### src/rtl/eco_pkg.sv
// Shared definitions for the ultrasonic echo generator and the level-meter side.
package eco_pkg;

    typedef enum logic [2:0] {
        ST_IDLE  = 3'd0,
        ST_TRIG  = 3'd1,
        ST_BURST = 3'd2,
        ST_ECHO  = 3'd3,
        ST_REARM = 3'd4
    } eco_state_e;

    // Default timing at a 50 MHz clock.
    localparam int UNIT_TICKS_DEF     = 2900;     // 58 us per cm
    localparam int TRIG_MIN_TICKS_DEF = 500;      // 10 us minimum trigger
    localparam int BURST_TICKS_DEF    = 10000;    // 8 x 40 kHz burst, 200 us
    localparam int TIMEOUT_TICKS_DEF  = 1900000;  // 38 ms no-target echo
    localparam int MAX_DIST_DEF       = 400;      // largest valid distance

    localparam int DIST_W = 11;

    // Bits needed to hold values 0..max_val.
    function automatic int cnt_width(input int max_val);
        return (max_val < 2) ? 1 : $clog2(max_val + 1);
    endfunction

    function automatic int max_int(input int a, input int b);
        return (a > b) ? a : b;
    endfunction

endpackage

### src/rtl/eco_sync.sv
// Two-flop synchronizer for the asynchronous trigger input.
module eco_sync (
    input  logic clk_i,
    input  logic rst_i,
    input  logic d_i,
    output logic q_o
);

    logic meta_q;
    logic sync_q;

    // Both flops clear on reset so a trigger held across reset is seen as a fresh rise.
    always_ff @(posedge clk_i) begin
        if (rst_i) begin
            meta_q <= 1'b0;
            sync_q <= 1'b0;
        end else begin
            meta_q <= d_i;
            sync_q <= meta_q;
        end
    end

    assign q_o = sync_q;

endmodule

### src/rtl/eco_gen.sv
// Ultrasonic sensor emulator: validates a trigger pulse, waits out the burst,
// then returns an echo whose width encodes the latched target distance.
//
// state    | meaning
// ---------+------------------------------------------------------------
// IDLE     | waiting for synchronized trigger high
// TRIG     | measuring trigger width (saturating counter)
// BURST    | trigger accepted, distance latched, echo held low
// ECHO     | echo high for dist x UNIT_TICKS (or TIMEOUT_TICKS)
// REARM    | echo done while trigger still high; wait for trigger low
module eco_gen
    import eco_pkg::*;
#(
    parameter int UNIT_TICKS     = UNIT_TICKS_DEF,
    parameter int TRIG_MIN_TICKS = TRIG_MIN_TICKS_DEF,
    parameter int BURST_TICKS    = BURST_TICKS_DEF,
    parameter int TIMEOUT_TICKS  = TIMEOUT_TICKS_DEF,
    parameter int MAX_DIST       = MAX_DIST_DEF
) (
    input  logic              Clo,
    input  logic              Clr,
    input  logic              Trig,
    input  logic [DIST_W-1:0] Dist,
    output logic              Eco,
    output logic              Busy
);

    localparam int TICK_MAX = max_int(max_int(TIMEOUT_TICKS - 1, UNIT_TICKS - 1), BURST_TICKS);
    localparam int TICK_W   = cnt_width(TICK_MAX);
    localparam int WCNT_W   = cnt_width(TRIG_MIN_TICKS);

    localparam logic [TICK_W-1:0] UNIT_LD    = TICK_W'(UNIT_TICKS - 1);
    localparam logic [TICK_W-1:0] TIMEOUT_LD = TICK_W'(TIMEOUT_TICKS - 1);
    // The cycle in which the synchronized fall is detected is the first burst
    // cycle, so BURST itself lasts BURST_TICKS-1 cycles and the echo rises
    // exactly BURST_TICKS cycles after the synchronized trigger fall.
    localparam logic [TICK_W-1:0] BURST_LD   = TICK_W'(BURST_TICKS - 2);

    localparam logic [WCNT_W-1:0] WCNT_MIN = WCNT_W'(TRIG_MIN_TICKS);
    localparam logic [WCNT_W-1:0] WCNT_ONE = WCNT_W'(1);
    localparam logic [DIST_W-1:0] DIST_MAX = DIST_W'(MAX_DIST);
    localparam logic [DIST_W-1:0] DIST_ONE = DIST_W'(1);

    logic trig_s;

    eco_state_e        state_q, state_d;
    logic [WCNT_W-1:0] wcnt_q,  wcnt_d;
    logic [TICK_W-1:0] tick_q,  tick_d;
    logic [DIST_W-1:0] dcnt_q,  dcnt_d;
    logic [DIST_W-1:0] dist_q,  dist_d;
    logic              eco_q,   eco_d;
    logic              busy_q,  busy_d;
    logic              no_target;

    eco_sync u_sync (
        .clk_i (Clo),
        .rst_i (Clr),
        .d_i   (Trig),
        .q_o   (trig_s)
    );

    // Out-of-range distances report "no target" via the fixed timeout width.
    assign no_target = (dist_q == '0) || (dist_q > DIST_MAX);

    // Next-state, counter and output decode.
    always_comb begin
        state_d = state_q;
        wcnt_d  = wcnt_q;
        tick_d  = tick_q;
        dcnt_d  = dcnt_q;
        dist_d  = dist_q;

        unique case (state_q)
            ST_IDLE: begin
                if (trig_s) begin
                    state_d = ST_TRIG;
                    // Count restarts here; this first high cycle is included.
                    wcnt_d  = WCNT_ONE;
                end
            end

            ST_TRIG: begin
                if (trig_s) begin
                    if (wcnt_q < WCNT_MIN) begin
                        wcnt_d = wcnt_q + WCNT_ONE;
                    end
                end else begin
                    wcnt_d = '0;
                    if (wcnt_q >= WCNT_MIN) begin
                        state_d = ST_BURST;
                        dist_d  = Dist;
                        tick_d  = BURST_LD;
                    end else begin
                        state_d = ST_IDLE;
                    end
                end
            end

            ST_BURST: begin
                if (tick_q == '0) begin
                    state_d = ST_ECHO;
                    if (no_target) begin
                        tick_d = TIMEOUT_LD;
                        dcnt_d = DIST_ONE;
                    end else begin
                        tick_d = UNIT_LD;
                        dcnt_d = dist_q;
                    end
                end else begin
                    tick_d = tick_q - 1'b1;
                end
            end

            ST_ECHO: begin
                if (tick_q == '0) begin
                    if (dcnt_q == DIST_ONE) begin
                        dcnt_d  = '0;
                        state_d = trig_s ? ST_REARM : ST_IDLE;
                    end else begin
                        dcnt_d = dcnt_q - DIST_ONE;
                        tick_d = UNIT_LD;
                    end
                end else begin
                    tick_d = tick_q - 1'b1;
                end
            end

            ST_REARM: begin
                if (!trig_s) begin
                    state_d = ST_IDLE;
                end
            end

            default: begin
                state_d = ST_IDLE;
                wcnt_d  = '0;
                tick_d  = '0;
                dcnt_d  = '0;
            end
        endcase

        // Outputs follow the next state so they can be registered without lag.
        eco_d  = (state_d == ST_ECHO);
        busy_d = (state_d == ST_BURST) || (state_d == ST_ECHO) || (state_d == ST_REARM);
    end

    // State, counters, latched distance and registered outputs.
    always_ff @(posedge Clo) begin
        if (Clr) begin
            state_q <= ST_IDLE;
            wcnt_q  <= '0;
            tick_q  <= '0;
            dcnt_q  <= '0;
            dist_q  <= '0;
            eco_q   <= 1'b0;
            busy_q  <= 1'b0;
        end else begin
            state_q <= state_d;
            wcnt_q  <= wcnt_d;
            tick_q  <= tick_d;
            dcnt_q  <= dcnt_d;
            dist_q  <= dist_d;
            eco_q   <= eco_d;
            busy_q  <= busy_d;
        end
    end

    assign Eco  = eco_q;
    assign Busy = busy_q;

endmodule

### config.mk
export PLATFORM = sky130hd
export DESIGN_NAME = eco_gen
export DESIGN_NICKNAME = d
export VERILOG_FILES = /design/src/rtl/eco_pkg.sv /design/src/rtl/eco_sync.sv /design/src/rtl/eco_gen.sv
export SDC_FILE = /design/constraint.sdc
export NUM_CORES = 1
export LEC_CHECK = 0
export BUFFER_PORTS_ARGS = -buffer_cell sky130_fd_sc_hd__buf_2
export CAP_MARGIN = 5
export CORE_MARGIN = 1
export CORE_UTILIZATION = 45
export CTS_CLUSTER_SIZE = 10
export DETAILED_ROUTE_END_ITERATION = 8
export HOLD_SLACK_MARGIN = 0.15
export PLACE_DENSITY_LB_ADDON = 0.2
export SYNTH_ARGS = -nofsm -noshare
export SYNTH_HDL_FRONTEND = slang
export SYNTH_SLANG_ARGS = --single-unit
### constraint.sdc
create_clock -name Clo -period 4.7 [get_ports Clo]
set_input_delay 0.235 -clock Clo [delete_from_list [all_inputs] [get_ports Clo]]
set_output_delay 0.235 -clock Clo [all_outputs]
set_load 0.02 [all_outputs]
==> run_results.csv, run 1 <==
group,metric,value,unit
synth,synth_adder_area_share,0.0234,
synth,synth_top_family_by_area,"simple AND/OR/NAND/NOR gates",
worst_setup_path,worstPathArrival,3.21,ns
pwr,internal_power,0.736,mW
worst_setup_path,critical_path.most_common_cell,"sky130_fd_sc_hd__or4_1",
worst_setup_path,crit_path_max_incr_delay,0.61,ns
synth,synth_ff_type,"sky130_fd_sc_hd__dfxtp_1",
synth,postSynthNetCount,430,
synth,synth_edf_count,0,
timing,worst_clock_skew,0.00755,ns
worst_setup_path,master_of_the_slowest_instance_on_the_critical_path,"sky130_fd_sc_hd__or4_1",
timing,tightestPinTransition,1.17,ns
timing,rsz_0062_raised_after_global_routing,"no",
clock_network,post_cts_resized,0,
timing,final.period_utilization,0.630,
worst_setup_path,worst_ep_required_time,4.95,ns
worst_setup_path,rr_startpoint,"tick_q[6]",
synth,synth_seq_area_share,0.367,
clock_network,cts_root_buf,"sky130_fd_sc_hd__clkbuf_8",
worst_setup_path,path_cells,"or4_1 -> nor4_1 -> and3_1 -> a22oi_1 -> or4_1 -> a21oi_1",
flow_run,drv_cap,0,
min_path,hold_path_class,"primary input to flip-flop",
pwr,power_switching_share,0.227,
die,rows,30,
cells_and_area,postLayoutCellArea,3640,um^2
synth,asyncSetResetFlopFracSynth,0,
timing,report.final.hold_viol_count,0,
synth,post_synth_num_cell_types,51,
route,vias_per_cell,5.84,
worst_setup_path,end_kind,"flip-flop",
route,drcViolationCount,0,
timing,fin_setup_tns,0,ns
worst_setup_path,worst_setup_path_start_kind,"flip-flop",
synth,synth_simple_gate_area_share,0.274,
cells_and_area,fill_cells,693,
clock_network,clk_pin_slew,0.06,ns
cells_and_area,nNetsFinal,449,
die,core,6830,um^2
clock_network,clock_tree.buffer_depth,2,
outcome,status,"finished, final reports clean",
pwr,ir_worst_vdd,0.217,mV
cells_and_area,seq_area,1180,um^2
synth,yosysWarnings,0,
die,start_util,0.471,
synth,syn_avg_cell_area,7.84,um^2
synth,flops_latches_synth,59,
worst_setup_path,worst_setup_path_endpoint,"dcnt_q[9]",
die,fp.dieArea,7480,um^2
pwr,power_frac_clock,0.436,
global_route,track_usage,0.225,
worst_setup_path,timing.critical_path.fanout_max,11,
cells_and_area,multiInputGateArea,1890,um^2
clock_network,cts_tree,"done",
pwr,power.net_switching,0.216,mW
worst_setup_path,worst_r2r_path_depth,6,
cells_and_area,antennaDiodeCount,0,
route,routed_wire_length_per_instance,15.1,um
route,dr.pass1.iters,5,
clock_network,clock-sinks,59,
placed_design,dpl_cell_area,3350,um^2
clock_network,tritoncts_buffers,9,
route,detailed_route_wl,8030,um
global_route,grt.overflow.total,0,
global_route,grt_max_degree,42,
placed_design,place_congestion,0.859,
die,die_x,86.5,um
synth,synthXorXnorAreaFrac,0.0354,
timing,whs,0.452,ns
timing,fin_crit,2.96,ns
synth,postSynthCellCount,410,
cells_and_area,final_layout_size_suffix_gt1_frac,0.0945,
clock_network,clock_tree.htree_level_count,3,
placed_design,port_buffers,15,
pwr,seqPwrFrac,0.529,
timing,timing.slew.headroom,0.223,
die,top_level_ports,16,
worst_setup_path,rrSetupSlack,1.74,ns
timing,fmaxAchievable,338,MHz
pwr,power_density,261,nW/um^2
die,dieHeight,86.5,um
clock_network,clk_latency,0.34,ns
global_route,antenna_found_initial,0,
timing,slew_violations,0,
timing,finalSetupViolCount,0,
global_route,grt_first_pass_wirelength,13000,um
synth,post_synth_mux_area_share,0.0343,
cells_and_area,postLayoutCoreUtil,0.533,
placed_design,post-dp-hpwl,5380,um
synth,synth_compound_gate_area_share,0.220,
route,overall_via_count_from_detail_route,3095,
worst_setup_path,worstSetupStartpoint,"tick_q[6]",
timing,final.setup.worst_slack,1.74,ns
placed_design,pre_cts_ws,1.78,ns
cells_and_area,layout.cells.most_common,"sky130_fd_sc_hd__dfxtp_1",
cells_and_area,commonest_cells_after_routing_fill_and_taps_aside,"sky130_fd_sc_hd__dfxtp_1 (59), sky130_fd_sc_hd__nor2_1 (49), sky130_fd_sc_hd__o21ai_0 (34)",
worst_setup_path,crit_type,"flip-flop to flip-flop",
cells_and_area,synth_to_layout_area_growth,13.3,%
pwr,power.combinational.fraction,0.034,
route,remaining_number_of_nets_flagged_by_the_antenna_check_after_routing,0,
global_route,via_count_of_the_first_global_routing_pass,2681,
route,number_of_drc_markers_after_the_initial_detailed_route_iteration,207,
pwr,p_leak,1.38,nW
synth,netlist_area,3210,um^2
worst_setup_path,crit-reg2reg-capture,"dcnt_q[9]",
==> cell type report <==
type / count / share of cell area
clock buffers: 14 / 0.0447
multi-input cells: 313 / 0.520
inverters: 17 / 0.0175
well taps: 96 / 0.0330
repair buffers: 29 / 0.0577
clock inverters: 2 / 0.00275
flip-flops and latches: 59 / 0.324
==> power groups by stage <==
stage                     Sequential (mW)  Combinational (mW)  Clock (mW)
after floorplan                     0.514              0.0163           0
after global placement              0.515              0.0243           0
after detailed placement            0.515              0.0248           0
after CTS                           0.504              0.0325       0.430
after global routing                0.504              0.0354       0.446
final                               0.504              0.0328       0.415
==> worst min-delay path by stage <==
stage	endpoint	slack (ns)	start	cells after the start
6_report	wcnt_q[0]	0.45	Clr	2
5_1_grt	wcnt_q[8]	0.47	wcnt_q[8]	2
4_1_cts	wcnt_q[8]	0.45	wcnt_q[8]	2
3_5_place_dp	wcnt_q[8]	0.44	wcnt_q[8]	2
3_3_place_gp	u_sync.q_o	0.43	u_sync.meta_q	1
2_1_floorplan	u_sync.meta_q	0.36	Trig	1
==> through the flow <==
step | std cells | total power [mW]
2_1_floorplan | 410 | 0.530
3_3_place_gp | 502 | 0.539
3_5_place_dp | 502 | 0.540
4_1_cts | 530 | 0.966
5_1_grt | 530 | 0.986
6_report | 530 | 0.952
==> Yosys cell counts (all sizes together), types with 3 or more instances <==
cell	n	area (um^2)
nand3	14	70.1
o2bb2ai	5	43.8
nor4	17	106
a21oi	26	130
a211oi	5	37.5
xor2	5	43.8
nor2	49	184
clkbuf	20	76.3
nor3	15	75.1
a21o	3	22.5
or4	12	93.8
a21boi	5	37.5
mux2i	11	110
or2	6	40.0
inv	17	63.8
or3	6	37.5
dfxtp	59	1180
nand2	31	116
o21ai	34	170
ha	6	75.1
nor2b	5	31.3
nand4	4	25.0
xnor2	8	70.1
a22o	5	43.8
a31oi	5	31.3
nand2b	4	25.0
o21bai	3	22.5
==> worst max-delay path: cells and delay by family, from the launching register on <==
family	cells	cell delay, ns
AOI/OAI and AO/OA	2	0.46
and+or+nand+nor	4	2.03
DFF	1	0.38
==> sequential cells by signal, summed over array words and instances, names as in the netlist <==
register / cells
state_q: 3
tick_q: 21
u_sync.q_o: 1
wcnt_q: 9
dist_q: 11
Busy: 1
u_sync.meta_q: 1
Eco: 1
dcnt_q: 11
==> logic make-up after synthesis <==
group           after synthesis
xor+xnor                     13
mux                          11
buf+inv                      38
flops                        59
compound gates              110
fa+ha+maj                     6
simple gates                173
==> routing by layer <==
layer  up-vias  global-route usage  wire length, um
met3        13              0.0610              567
met2       109               0.343             3510
li1       1536                   -                -
met5         -                   0                0
met1      1437               0.309             3860
met4         0              0.0742               95
==> timing repair <==
action | in CTS | in global routing
hold buffers | 12 | 0
setup buffers | 0 | 0
endpoints found under the hold margin | 12 | 0
No activity file was read; power rests on OpenSTA's default activity.
==> inputs of run 2 (changes only) <==
clock period = 2.6 ns   (was 4.7 ns; I/O delays follow)
==> run 2 against run 1 <==
Compared with the run above: critical path depth grew 1; non-clock buffer count grew 27; power grew 90%; die area is the same; sequential power grew 81%; sequential share of layout area shrank 2.0 points; final cell count grew 5.1%; critical endpoint is now tick_q[13]; largest power group unchanged.
==> run_results.csv, run 2 (synthesis gave the netlist of run 1 again) <==
group,metric,value,unit
outcome,status,"finished, final reports clean",
worst_setup_path,worst_ep_required_time,2.83,ns
cells_and_area,commonest_cells_after_routing_fill_and_taps_aside,"sky130_fd_sc_hd__dfxtp_1 (59), sky130_fd_sc_hd__nor2_1 (49), sky130_fd_sc_hd__o21ai_0 (34)",
placed_design,port_buffers,15,
cells_and_area,antennaDiodeCount,0,
worst_setup_path,crit_type,"flip-flop to flip-flop",
timing,timing.slew.headroom,0.649,
route,vias_per_cell,5.78,
global_route,track_usage,0.235,
cells_and_area,reg.largest.list,"tick_q (21), dcnt_q (11), dist_q (11)",
global_route,antenna_found_initial,0,
route,remaining_number_of_nets_flagged_by_the_antenna_check_after_routing,0,
timing,slew_violations,0,
clock_network,cts_tree,"done",
clock_network,clk_pin_slew,0.07,ns
clock_network,tritoncts_buffers,9,
die,die_x,86.5,um
timing,tightestPinTransition,0.525,ns
pwr,ir_worst_vdd,0.292,mV
pwr,power.net_switching,0.402,mW
pwr,power.combinational.fraction,0.037,
cells_and_area,final_layout_size_suffix_gt1_frac,0.154,
die,dieHeight,86.5,um
timing,final.period_utilization,0.946,
timing,whs,0.447,ns
route,drcViolationCount,0,
worst_setup_path,worstPathArrival,2.69,ns
pwr,seqPwrFrac,0.504,
pwr,power_density,465,nW/um^2
pwr,power_switching_share,0.223,
die,rows,30,
timing,fmaxAchievable,407,MHz
global_route,via_count_of_the_first_global_routing_pass,3000,
cells_and_area,nNetsFinal,476,
timing,fin_crit,2.46,ns
clock_network,clock_tree.buffer_depth,2,
cells_and_area,number_of_flip_flops_in_the_largest_register,21,
die,top_level_ports,16,
clock_network,clock_tree.htree_level_count,3,
timing,worst_clock_skew,0.0104,ns
cells_and_area,largest_register,"tick_q",
route,overall_via_count_from_detail_route,3219,
timing,finalSetupViolCount,0,
timing,report.final.hold_viol_count,0,
clock_network,postCtsSetupRepairBufs,0,
cells_and_area,synth_to_layout_area_growth,20.9,%
clock_network,cts_root_buf,"sky130_fd_sc_hd__clkbuf_8",
route,dr.pass1.iters,6,
cells_and_area,postLayoutCoreUtil,0.569,
pwr,p_leak,1.51,nW
placed_design,post-dp-hpwl,5740,um
placed_design,place_congestion,0.962,
pwr,power_frac_clock,0.459,
route,detailed_route_wl,8270,um
die,start_util,0.471,
clock_network,clk_latency,0.34,ns
worst_setup_path,worst_setup_path_start_kind,"flip-flop",
worst_setup_path,timing.critical_path.fanout_max,8,
pwr,internal_power,1.40,mW
route,routed_wire_length_per_instance,14.9,um
min_path,hold_path_class,"flip-flop to flip-flop",
die,core,6830,um^2
route,number_of_drc_markers_after_the_initial_detailed_route_iteration,170,
flow_run,drv_cap,0,
clock_network,clock-sinks,59,
global_route,grt_max_degree,29,
worst_setup_path,end_kind,"flip-flop",
cells_and_area,layout.cells.most_common,"sky130_fd_sc_hd__dfxtp_1",
timing,fin_setup_tns,0,ns
global_route,grt.overflow.total,0,
worst_setup_path,rrSetupSlack,0.14,ns
die,fp.dieArea,7480,um^2
global_route,grt_first_pass_wirelength,13800,um
==> run 2: timing repair <==
item,in CTS,in global routing
hold buffers,14,0
resized for setup,0,3
setup endpoints to repair,0,10
endpoints found under the hold margin,14,0
==> run 2: path summary, 6_finish.rpt <==
check | from | to | cells after the start
max | tick_q[6] | tick_q[13] | 7
min | wcnt_q[8] | wcnt_q[8] | 2
max reg2reg | tick_q[6] | tick_q[13] | 7
min reg2reg | wcnt_q[8] | wcnt_q[8] | 2
==> run 2: per-stage QoR <==
stage	setup slack, ns	cell area (um^2)	total power [mW]	std cells
after global placement	0.0628	3540	0.979	527
after detailed placement	0.0405	3540	0.980	527
after CTS	0.0363	3870	1.82	557
after global routing	-0.00685	3880	1.87	557
after floorplan	0.137	3210	0.958	410
final	0.142	3880	1.81	557
==> run 2: final cells by class <==
type / instances / area [um^2]
fill: 674 / 2950
multi-input combinational: 313 / 1910
sequential: 59 / 1180
timing repair buffer: 56 / 418
clock buffer: 11 / 141
tap: 96 / 120
inverter: 17 / 63.8
clock inverter: 5 / 52.6
==> run 2: power groups by stage <==
stage                     Sequential, mW  Combinational [mW]  Clock [mW]
after floorplan                    0.928              0.0294           0
after global placement             0.930              0.0488           0
after detailed placement           0.930              0.0500           0
after CTS                          0.910              0.0660       0.847
after global routing               0.910              0.0729       0.890
final                              0.910              0.0666       0.829
==> run 2: worst max-delay path, cell delays in order, from the launching register on <==
cell and delay [ns]:
sky130_fd_sc_hd__dfxtp_1 0.38, sky130_fd_sc_hd__or4_4 0.60, sky130_fd_sc_hd__nor4_1 0.46, sky130_fd_sc_hd__nand3_1 0.18, sky130_fd_sc_hd__a21oi_1 0.22, sky130_fd_sc_hd__or2_2 0.17
sky130_fd_sc_hd__inv_1 0.09, sky130_fd_sc_hd__a32o_1 0.26
==> run 2: layer usage <==
layer | part of all wire | up-vias | global-route usage
met2 | 0.43 | 96 | 0.356
met1 | 0.49 | 1505 | 0.325
met3 | 0.053 | 30 | 0.0381
met5 | 0 | - | 0
li1 | - | 1588 | -
met4 | 0.033 | 0 | 0.118
